`src/rtl/imm_packer.sv`:
```
// imm_packer: packs a 32-bit immediate into RISC-V instruction bits [31:7]
// for the I/S/U/J formats. It is the inverse of the Extend_unit decoder.
// There is one output register stage with valid/ready on both sides. Each
// word on the output carries the word-aligned address it should be written
// to. Two saturating counters track emitted words and range errors.
module imm_packer #(
    parameter int                ADDR_W    = 32,
    parameter logic [ADDR_W-1:0] BASE_ADDR = '0,
    parameter int                CNT_W     = 16,
    parameter bit                DROP_ERR  = 1'b0
) (
    input  logic              clk,
    input  logic              rst,
    input  logic              clr,
    input  logic              in_valid,
    output logic              in_ready,
    input  logic [24:0]       in_base,
    input  logic [1:0]        in_immsrc,
    input  logic [31:0]       in_imm,
    output logic              out_valid,
    input  logic              out_ready,
    output logic [24:0]       out_inst,
    output logic              out_err,
    output logic [ADDR_W-1:0] out_addr,
    output logic [CNT_W-1:0]  enc_count,
    output logic [CNT_W-1:0]  err_count
);

    localparam logic [1:0] SRC_I = 2'b00;
    localparam logic [1:0] SRC_S = 2'b01;
    localparam logic [1:0] SRC_U = 2'b10;

    // Overwrite only the immediate fields of the base word. Bit k of the
    // instruction lives at index k-7 of the 25-bit word.
    function automatic logic [24:0] pack_imm(input logic [24:0] base,
                                             input logic [1:0]  src,
                                             input logic [31:0] imm);
        logic [24:0] w;
        w = base;
        case (src)
            SRC_I: w[24:13] = imm[11:0];
            SRC_S: begin
                w[24:18] = imm[11:5];
                w[4:0]   = imm[4:0];
            end
            SRC_U: w[24:5] = imm[31:12];
            default: begin
                w[24]    = imm[20];
                w[23:14] = imm[10:1];
                w[13]    = imm[11];
                w[12:5]  = imm[19:12];
            end
        endcase
        return w;
    endfunction

    // Detect immediates that the selected format cannot represent exactly.
    function automatic logic range_err(input logic [1:0]  src,
                                       input logic [31:0] imm);
        logic e;
        case (src)
            SRC_I, SRC_S: e = !((imm[31:11] == '0) || (imm[31:11] == '1));
            SRC_U:        e = |imm[11:0];
            default:      e = !((imm[31:20] == '0) || (imm[31:20] == '1))
                              || imm[0];
        endcase
        return e;
    endfunction

    // Counter increment that sticks at all-ones.
    function automatic logic [CNT_W-1:0] sat_inc(input logic [CNT_W-1:0] c);
        return (&c) ? c : c + CNT_W'(1);
    endfunction

    logic              vld_p1;
    logic [24:0]       inst_p1;
    logic              err_p1;
    logic [ADDR_W-1:0] addr_p1;
    logic [CNT_W-1:0]  enc_cnt;
    logic [CNT_W-1:0]  err_cnt;

    logic [24:0] inst_p0;
    logic        err_p0;
    logic        acc;
    logic        ohs;
    logic        keep;

    // Stage 0: combinational pack and range check of the incoming request
    assign inst_p0  = pack_imm(in_base, in_immsrc, in_imm);
    assign err_p0   = range_err(in_immsrc, in_imm);
    assign in_ready = !vld_p1 || out_ready;
    assign acc      = in_valid && in_ready;
    assign ohs      = vld_p1 && out_ready;
    // When dropping is enabled, an erroneous word is accepted but never shown
    assign keep     = !(DROP_ERR && err_p0);

    // Stage 1: output register; a new word replaces one being handed off
    always_ff @(posedge clk) begin
        if (rst) begin
            vld_p1  <= 1'b0;
            inst_p1 <= '0;
            err_p1  <= 1'b0;
        end else if (acc && keep) begin
            vld_p1  <= 1'b1;
            inst_p1 <= inst_p0;
            err_p1  <= err_p0;
        end else if (acc || ohs) begin
            // An accept implies the register is empty or being drained,
            // so a dropped word leaves the output empty.
            vld_p1  <= 1'b0;
        end
    end

    // Address of the word on the output plus the running counters
    always_ff @(posedge clk) begin
        if (rst || clr) begin
            addr_p1 <= BASE_ADDR;
            enc_cnt <= '0;
            err_cnt <= '0;
        end else begin
            if (ohs) begin
                addr_p1 <= addr_p1 + ADDR_W'(4);
                enc_cnt <= sat_inc(enc_cnt);
            end
            if (acc && err_p0) begin
                err_cnt <= sat_inc(err_cnt);
            end
        end
    end

    assign out_valid = vld_p1;
    assign out_inst  = inst_p1;
    assign out_err   = err_p1;
    assign out_addr  = addr_p1;
    assign enc_count = enc_cnt;
    assign err_count = err_cnt;

endmodule

```
`config.mk`:
```
export PLATFORM = sky130hd
export DESIGN_NAME = imm_packer
export DESIGN_NICKNAME = d
export VERILOG_FILES = /design/src/rtl/imm_packer.sv
export SDC_FILE = /design/constraint.sdc
export NUM_CORES = 1
export LEC_CHECK = 0
export BUFFER_PORTS_ARGS = -buffer_cell sky130_fd_sc_hd__clkbuf_2
export CORE_MARGIN = 5
export CORE_UTILIZATION = 25
export CTS_CLUSTER_DIAMETER = 120
export DETAILED_ROUTE_END_ITERATION = 12
export HOLD_SLACK_MARGIN = 0.08
export PLACE_DENSITY = 0.53
export SLEW_MARGIN = 0
export SYNTH_ARGS = -nofsm -noshare
export SYNTH_HDL_FRONTEND = slang
export SYNTH_SLANG_ARGS = --single-unit
```
`constraint.sdc`:
```
create_clock -name clk -period 4.59 [get_ports clk]
set_input_delay 0.918 -clock clk [delete_from_list [all_inputs] [get_ports clk]]
set_output_delay 0.918 -clock clk [all_outputs]
set_load 0.02 [all_outputs]
```
==> results.toml, run 1 <==
[yosys]
async_reset_ff_frac = 0
syn_inst = 489
synth_common_cells = "dfxtp_1 (89), nor2_1 (70), nand2_1 (32)"
synth_area_leaders = "dfxtp_1 (42%), mux2i_1 (6.3%), nor2_1 (6.2%)"
yosysSeqAreaShare = 0.4181
syn_avg_cell_area_um2 = 8.715
synth_edf_count = 0
synth_top_area_share = 0.4181
synth_most_common_cell = "dfxtp_1"
synth_seq_cells = 89
syn-cell-area_um2 = 4262
yosys_warnings = 0
synthDistinctLibCells = 49
yosysTopAreaCell = "dfxtp_1"
synth_ff_type = "dfxtp_1"

[layout]
syn_to_final_growth_pct = 28.45
finalNetCount = 688
drive_gt1_frac = 0.2796
antenna_cells = 0

[worst_setup_path]
endpoint_kind = "flop"
arrival_ns = 3.28
crit_start = "in_immsrc[1]"
cp_max_fo = 28
critPathKind = "in -> reg"
start_kind = "input pin"
cp.required_ns = 4.85
timing.rr.start = "out_valid"

[floorplanning]
die_w_um = 140.6
core_um2 = 16640
rows = 47
die-area_um2 = 19760
start_util = 0.2561
die_y_um = 140.6
pin_count = 156

[clock_network]
tritoncts = "done"
hold_buffers = 0
post_cts_resized = 0
clock_tree.root_cell = "clkbuf_16"
cts.sinks = 89
h-tree-depth = 3
cts_made_buffers = 9
clockBufferDepth = 2
clkLatencyLatePin_ns = 0.34
path_clk_slew_ns = 0.07
post_cts_buffers = 0

[detailed_routing]
drc = 0
drt_first_iter_violations = 119
routed_via_density = 4.820
drt.antenna.violating_nets = 0
wl_per_cell_um = 14.95
dr.pass1.iters = 4
vias = 4078
finalWirelength_um = 12650

[sta]
rsz0062_at_grt = "no"
finalSetupViolations = 0
finClkSkew_ns = 0.009534
tightest_slew_ns = 1.186
relSlewSlack = 0.2092
slew_viol_final = 0
fin_crit_sh = 0.6568
final_hold_viol_count = 0
setup_tns_ns = 0
max_freq_ghz = 0.3317
min_period_ns = 3.015
timing.final.ws_setup_ns = 1.575

[job]
drv_cap = 0

[grt]
gr-total-overflow = 0
grt_start_max_net_pins = 61
grt_pass1_wl_um = 20680
antenna_found_initial = 0
grt.total_usage = 0.1275
grt_pass1_vias = 4094

[placement]
preCtsSetupSlack_ns = 1.161
hpwl_um = 9501
gp_congestion = 0.8646
port_buffers = 146

[power]
p_sw_uw = 442.7
comb_power_share = 0.100
internal-power_uw = 1348
vdd_drop_max_mv = 0.1655
powerDensity_nw_per_um2 = 327.2
sw_frac_of_total = 0.2472
pwr-share-clk = 0.451
sequentialPowerShare = 0.449
leakage_uw = 0.002196

[outcome]
status = "complete, no violations"

[hold_path]
hold_class = "reg -> reg"
min_from = "out_inst[24]"
[power groups by stage]
stage	clock network (µW)	logic (µW)	registers, µW
6_report	807	179	804
5_1_grt	869	197	807
4_1_cts	839	182	804
3_5_place_dp	0	182	821
3_3_place_gp	0	179	821
2_1_floorplan	0	86.2	844
[path summary, 6_finish.rpt]
path / end / slack [ns] / cells past startpoint
max: err_count[7] / 1.58 / 6
min: out_inst[24] / 0.47 / 2
max reg2reg: err_count[7] / 2.26 / 7
min reg2reg: out_inst[24] / 0.47 / 2
[metal layers]
| metal | GRT usage | wire length (µm) |
|---|---|---|
| met1 | 0.1554 | 5618 |
| met2 | 0.2104 | 5915 |
| met3 | 0.04056 | 912 |
| met4 | 0.04742 | 204 |
| met5 | 0 | 0 |
[sequential cells by signal, summed over array words and instances (netlist names)]
signal,flops
out_inst,25
out_addr,30
out_err,1
err_count,16
enc_count,16
out_valid,1
[stage by stage]
step                      hold WS, ns  power, µW  cell area, µm²  std cells    util
final                          0.4660       1791            5474        846  0.3289
after global routing           0.4892       1873            5474        846  0.3289
after CTS                      0.4686       1825            5474        846  0.3289
after detailed placement       0.4585       1003            5152        830  0.3096
after global placement         0.4549      999.8            5152        830  0.3096
after floorplan                0.5345      930.6            4265        490       -
[critical path, stage by stage]
cell       delay, ns
clkbuf_2        0.54
a2111oi_0       0.23
a211oi_1        0.59
o21ai_4         0.29
or4_1           0.53
a21oi_1         0.16
[kinds of logic after synthesis]
kind of cell	share of synthesized area
simple gates	0.2516
flops	0.4181
compound gates	0.1365
xor+xnor	0.07604
buf+inv	0.03846
mux	0.06958
fa+ha+maj	0.008809
other cells	0.0008800
[cell type report]
cell class / instances / area [µm²]
clock buffers: 11 / 242.7
flip-flops and latches: 89 / 1782
clock inverters: 5 / 78.83
fillers: 1751 / 11170
inverters: 10 / 37.54
repair buffers: 147 / 738.2
well taps: 220 / 275.3
multi-input cells: 364 / 2320
[layout by cell type (no fill, tap or decap), types with 2 or more instances in the layout]
| cell type | count |
|---|---|
| o31ai_1 | 5 |
| dfxtp_1 | 89 |
| xor2_1 | 25 |
| o21ai_0 | 8 |
| inv_1 | 10 |
| nor2_1 | 70 |
| nor2b_1 | 5 |
| o211ai_1 | 2 |
| nor4_1 | 5 |
| or3_2 | 3 |
| and2_1 | 2 |
| and3_1 | 6 |
| xnor2_1 | 12 |
| nor3_2 | 4 |
| clkinv_2 | 2 |
| a21oi_1 | 28 |
| or3_1 | 12 |
| o31a_1 | 2 |
| nand4_1 | 18 |
| conb_1 | 2 |
| o21a_1 | 2 |
| mux2i_1 | 27 |
| clkbuf_2 | 146 |
| and4_1 | 7 |
| o21ai_1 | 5 |
| nor3_1 | 6 |
| a211oi_1 | 28 |
| ha_1 | 3 |
| nand2_1 | 32 |
| bufinv_16 | 2 |
| nand3_1 | 22 |
| or4_1 | 5 |
| clkbuf_16 | 9 |
| nand2b_1 | 4 |
Note: power is estimated with default switching activity, not from simulation.
==> run 2: changes to the inputs <==
Clock period 4.59 ns to 2.79 ns, I/O delays scaled along.
==> results.toml, run 2 (synthesis gave the netlist of run 1 again) <==
[worst_setup_path]
timing.rr.start = "out_valid"
crit_slowest_cell = "nor3_2"
crit_start = "out_valid"
cp_max_fo = 9
cp.required_ns = 2.98
path_cells = "and4_1 > nand4_1 > nor3_2 > nand4_1 > xor2_1 > nor2_1"
critPathKind = "reg -> reg"
cp_common_cell = "nand4_1"
start_kind = "flop"
max_stage_delay_ns = 0.54
arrival_ns = 2.35
endpoint_kind = "flop"

[grt]
busiest_layer = "met2"
antenna_found_initial = 0
gr-total-overflow = 0
grt_pass1_vias = 3973
met2_usage = 0.2094
use_met1 = 0.1555
grt_pass1_wl_um = 20500
grt.total_usage = 0.1259
grt_start_max_net_pins = 60
gr-usage-met3 = 0.03749

[clock_network]
clockBufferDepth = 2
tritoncts = "done"
hold_buffers = 0
clkLatencyLatePin_ns = 0.33
clock_tree.root_cell = "clkbuf_16"
post_cts_resized = 0
cts.sinks = 89
path_clk_slew_ns = 0.06
h-tree-depth = 3
post_cts_buffers = 0
cts_made_buffers = 9

[floorplanning]
die-area_um2 = 19760
rows = 47
die_w_um = 140.6
core_um2 = 16640
start_util = 0.2561
pin_count = 156
die_y_um = 140.6

[detailed_routing]
routed_via_density = 4.760
finalWirelength_um = 12410
drt_first_iter_violations = 145
dr.pass1.iters = 4
drc = 0
wl_per_cell_um = 14.55
vias = 4060
drt.antenna.violating_nets = 0

[layout]
syn_to_final_growth_pct = 29.27
final_cell_mix = "clkbuf_2 (146), dfxtp_1 (89), nor2_1 (70)"
antenna_cells = 0
finalInstanceArea_um2 = 5509
drive_gt1_frac = 0.2828
mostFrequentLayoutCell = "clkbuf_2"
largest_register_ffs = 30
finalNetCount = 695

[sta]
finalSetupViolations = 0
max_freq_ghz = 0.4631
fin_crit_sh = 0.7740
rsz0062_at_grt = "no"
relSlewSlack = 0.5737
tightest_slew_ns = 0.6395
finClkSkew_ns = 0.006743
min_period_ns = 2.159
slew_viol_final = 0
hold_slack_ns = 0.4638
setup_tns_ns = 0
final_hold_viol_count = 0

[placement]
gp_congestion = 0.8912
port_buffers = 146
hpwl_um = 9667
postPlaceCellArea_um2 = 5218

[hold_path]
min_from = "in_valid"
hold_class = "in -> reg"

[power]
vdd_drop_max_mv = 0.2497
sw_frac_of_total = 0.2450
sequentialPowerShare = 0.468
comb_power_share = 0.106
p_sw_uw = 693.4
pwr-share-clk = 0.426
internal-power_uw = 2137
powerDensity_nw_per_um2 = 513.8
leakage_uw = 0.002210

[job]
drv_cap = 0

[outcome]
status = "complete, no violations"
[run 2: final timing paths]
path / end / slack, ns / cells after the start
min: out_valid / 0.46 / 3
min reg2reg: out_inst[24] / 0.47 / 2
max reg2reg: out_addr[29] / 0.63 / 6
max: out_addr[29] / 0.63 / 6
[run 2: metal layers]
layer | vias up | wire length, µm
li1 | 2031 | -
met1 | 1880 | 5474
met2 | 136 | 5831
met3 | 13 | 912
met4 | 0 | 187
met5 | - | 0
[run 2: area by class of cell]
class | instances | area, µm²
Fill cell | 1718 | 11130
Sequential cell | 89 | 1782
Clock buffer | 14 | 254.0
Timing Repair Buffer | 154 | 803.3
Clock inverter | 2 | 37.54
Tap cell | 220 | 275.3
Inverter | 10 | 37.54
Multi-Input combinational cell | 364 | 2320
[run 2: through the flow]
step           setup WS (ns)  total power [µW]  utilization  cells
2_1_floorplan         0.6253              1531            -    490
3_3_place_gp          0.3887              1653       0.3135    837
3_5_place_dp          0.3235              1658       0.3135    837
4_1_cts               0.5669              2889       0.3310    853
5_1_grt               0.3508              2967       0.3310    853
6_report              0.6305              2831       0.3310    853
[run 2: power by group through the flow]
stage	combinational, µW	clock (µW)	sequential, µW
after global placement	301	0	1350
after global routing	330	1310	1330
after CTS	307	1260	1320
after floorplan	142	0	1390
final	301	1210	1320
after detailed placement	307	0	1350
[run 2: worst max-delay path, delay by kind of cell (launching register included)]
| family | cells | cell delay, ns |
|---|---|---|
| xor gates and xnor gates | 1 | 0.17 |
| DFF | 1 | 0.44 |
| and+or+nand+nor | 5 | 1.41 |
==> run 3: changes to the inputs <==
Settings changed: PLACE_DENSITY 0.53 to 0.55.
Clock period 2.79 ns to 1.75 ns, I/O delays scaled along.
==> results.toml, run 3 (synthesis gave the netlist of run 1 again) <==
[outcome]
status = "finished, violations left"
violations = "negative setup slack"

[power]
powerDensity_nw_per_um2 = 729.2
sw_frac_of_total = 0.2539
sequentialPowerShare = 0.456
comb_power_share = 0.122
vdd_drop_max_mv = 0.4339
pwr-share-clk = 0.422
total_power_uw = 4628
leakage_uw = 0.002732
p_sw_uw = 1175
internal-power_uw = 3453

[sta]
rsz0062_at_grt = "yes"
timing.final.ws_setup_ns = -0.006715
hold_slack_ns = 0.2922
fin_crit_sh = 1.004
slew_viol_final = 0
final_hold_viol_count = 0
finalSetupViolations = 2
finClkSkew_ns = 0.007795
tightest_slew_ns = 0.6900
relSlewSlack = 0.5400
max_freq_ghz = 0.5692
min_period_ns = 1.757

[detailed_routing]
vias = 4336
wl_per_cell_um = 13.91
drt.antenna.violating_nets = 0
drt_first_iter_violations = 146
dr.pass1.iters = 4
routed_via_density = 4.603
finalWirelength_um = 13100
drc = 0

[grt]
gr-total-overflow = 0
grt_pass1_wl_um = 21630
met2_usage = 0.2145
gr-usage-met3 = 0.04397
antenna_found_initial = 0
grt_pass1_vias = 4347
grt.total_usage = 0.1327
use_met1 = 0.1642
busiest_layer = "met2"
grt_start_max_net_pins = 60

[layout]
mostFrequentLayoutCell = "clkbuf_2"
antenna_cells = 0
layout.core_utilization = 0.3814
fill_cells = 1728
drive_gt1_frac = 0.4280
final_cell_mix = "clkbuf_2 (145), buf_4 (94), dfxtp_1 (74)"
finalNetCount = 785
syn_to_final_growth_pct = 48.94
largest_register_ffs = 30

[floorplanning]
die_y_um = 140.6
rows = 47
die-area_um2 = 19760
pin_count = 156
die_w_um = 140.6
core_um2 = 16640
start_util = 0.2561

[clock_network]
hold_buffers = 0
clock_tree.root_cell = "clkbuf_16"
cts.sinks = 89
clkLatencyLatePin_ns = 0.34
h-tree-depth = 3
cts_made_buffers = 9
clockBufferDepth = 2
path_clk_slew_ns = 0.07
tritoncts = "done"

[worst_setup_path]
path_cells = "buf_6 > or4_4 > nor4_4 > a221oi_4 > o21ai_4 > buf_12 > mux2i_1 > nor2_1"
crit_slowest_cell = "or4_4"
arrival_ns = 1.97
cp.required_ns = 1.96
max_stage_delay_ns = 0.53
cpLargestDelayFamily = "simple AND/OR/NAND/NOR gates"
cp_max_fo = 27
endpoint_kind = "flop"
critical_path_buf_inv_count = 2
start_kind = "input pin"
critPathKind = "in -> reg"

[placement]
preCtsSetupSlack_ns = -0.3496
gp_congestion = 0.8476
port_buffers = 146
hpwl_um = 10130

[job]
drv_cap = 0

[hold_path]
hold_class = "in -> reg"
run 3: changes by cell type in the layout (fill, tap and decap cells not counted), sizes merged:
cell    before  now
buf          8   98
clkbuf     160  156
clkinv       0    3
run 3: timing repair:
action / 4_1_cts / 5_1_grt
setup buffers: 1 / 1
resized for setup: 2 / 37
pin swaps: 4 / 15
endpoints found under the setup margin: 14 / 29
run 3: path summary, 6_finish.rpt:
check | from | endpoint | slack, ns | depth (start not counted)
worst max-delay path | in_imm[11] | err_count[1] | -0.007 | 8
worst min-delay path | clr | err_count[8] | 0.29 | 3
worst max register to register | err_count[9] | err_count[7] | 0 | 7
worst min register to register | out_inst[13] | out_inst[13] | 0.46 | 2
run 3: worst min-delay path, delay by kind of cell:
family / cells / cell delay [ns]
buf+inv: 1 / 0.10
mux: 1 / 0.05
simple gates: 1 / 0.10
run 3: routing by layer:
metal,vias to the layer above,wire [µm]
met3,20,1074
met1,1955,5921
met4,0,266
met2,142,5837
li1,2219,-
met5,-,0
run 3: cell type report:
class / count / area (µm²) / area share
sequential: 89 / 1800 / 0.2837
timing repair buffer: 244 / 1499 / 0.2362
tap: 220 / 275.3 / 0.04337
multi-input combinational: 364 / 2440 / 0.3844
clock buffer: 10 / 239.0 / 0.03765
inverter: 10 / 37.54 / 0.005914
clock inverter: 5 / 56.30 / 0.008870
run 3: power by group through the flow:
stage	registers [µW]	logic, µW	clock network, µW
2_1_floorplan	2220	228	0
3_3_place_gp	2150	561	0
3_5_place_dp	2150	564	0
4_1_cts	2110	566	2030
5_1_grt	2120	620	2090
6_report	2110	565	1960
run 3: metrics by stage:
step	cell area [µm²]	std cells	setup TNS, ns
2_1_floorplan	4298	490	-1.517
3_5_place_dp	5908	925	-6.127
6_report	6347	942	-0.01066
5_1_grt	6347	942	-0.5222
3_3_place_gp	5908	925	-5.917
4_1_cts	6217	941	-0.08442
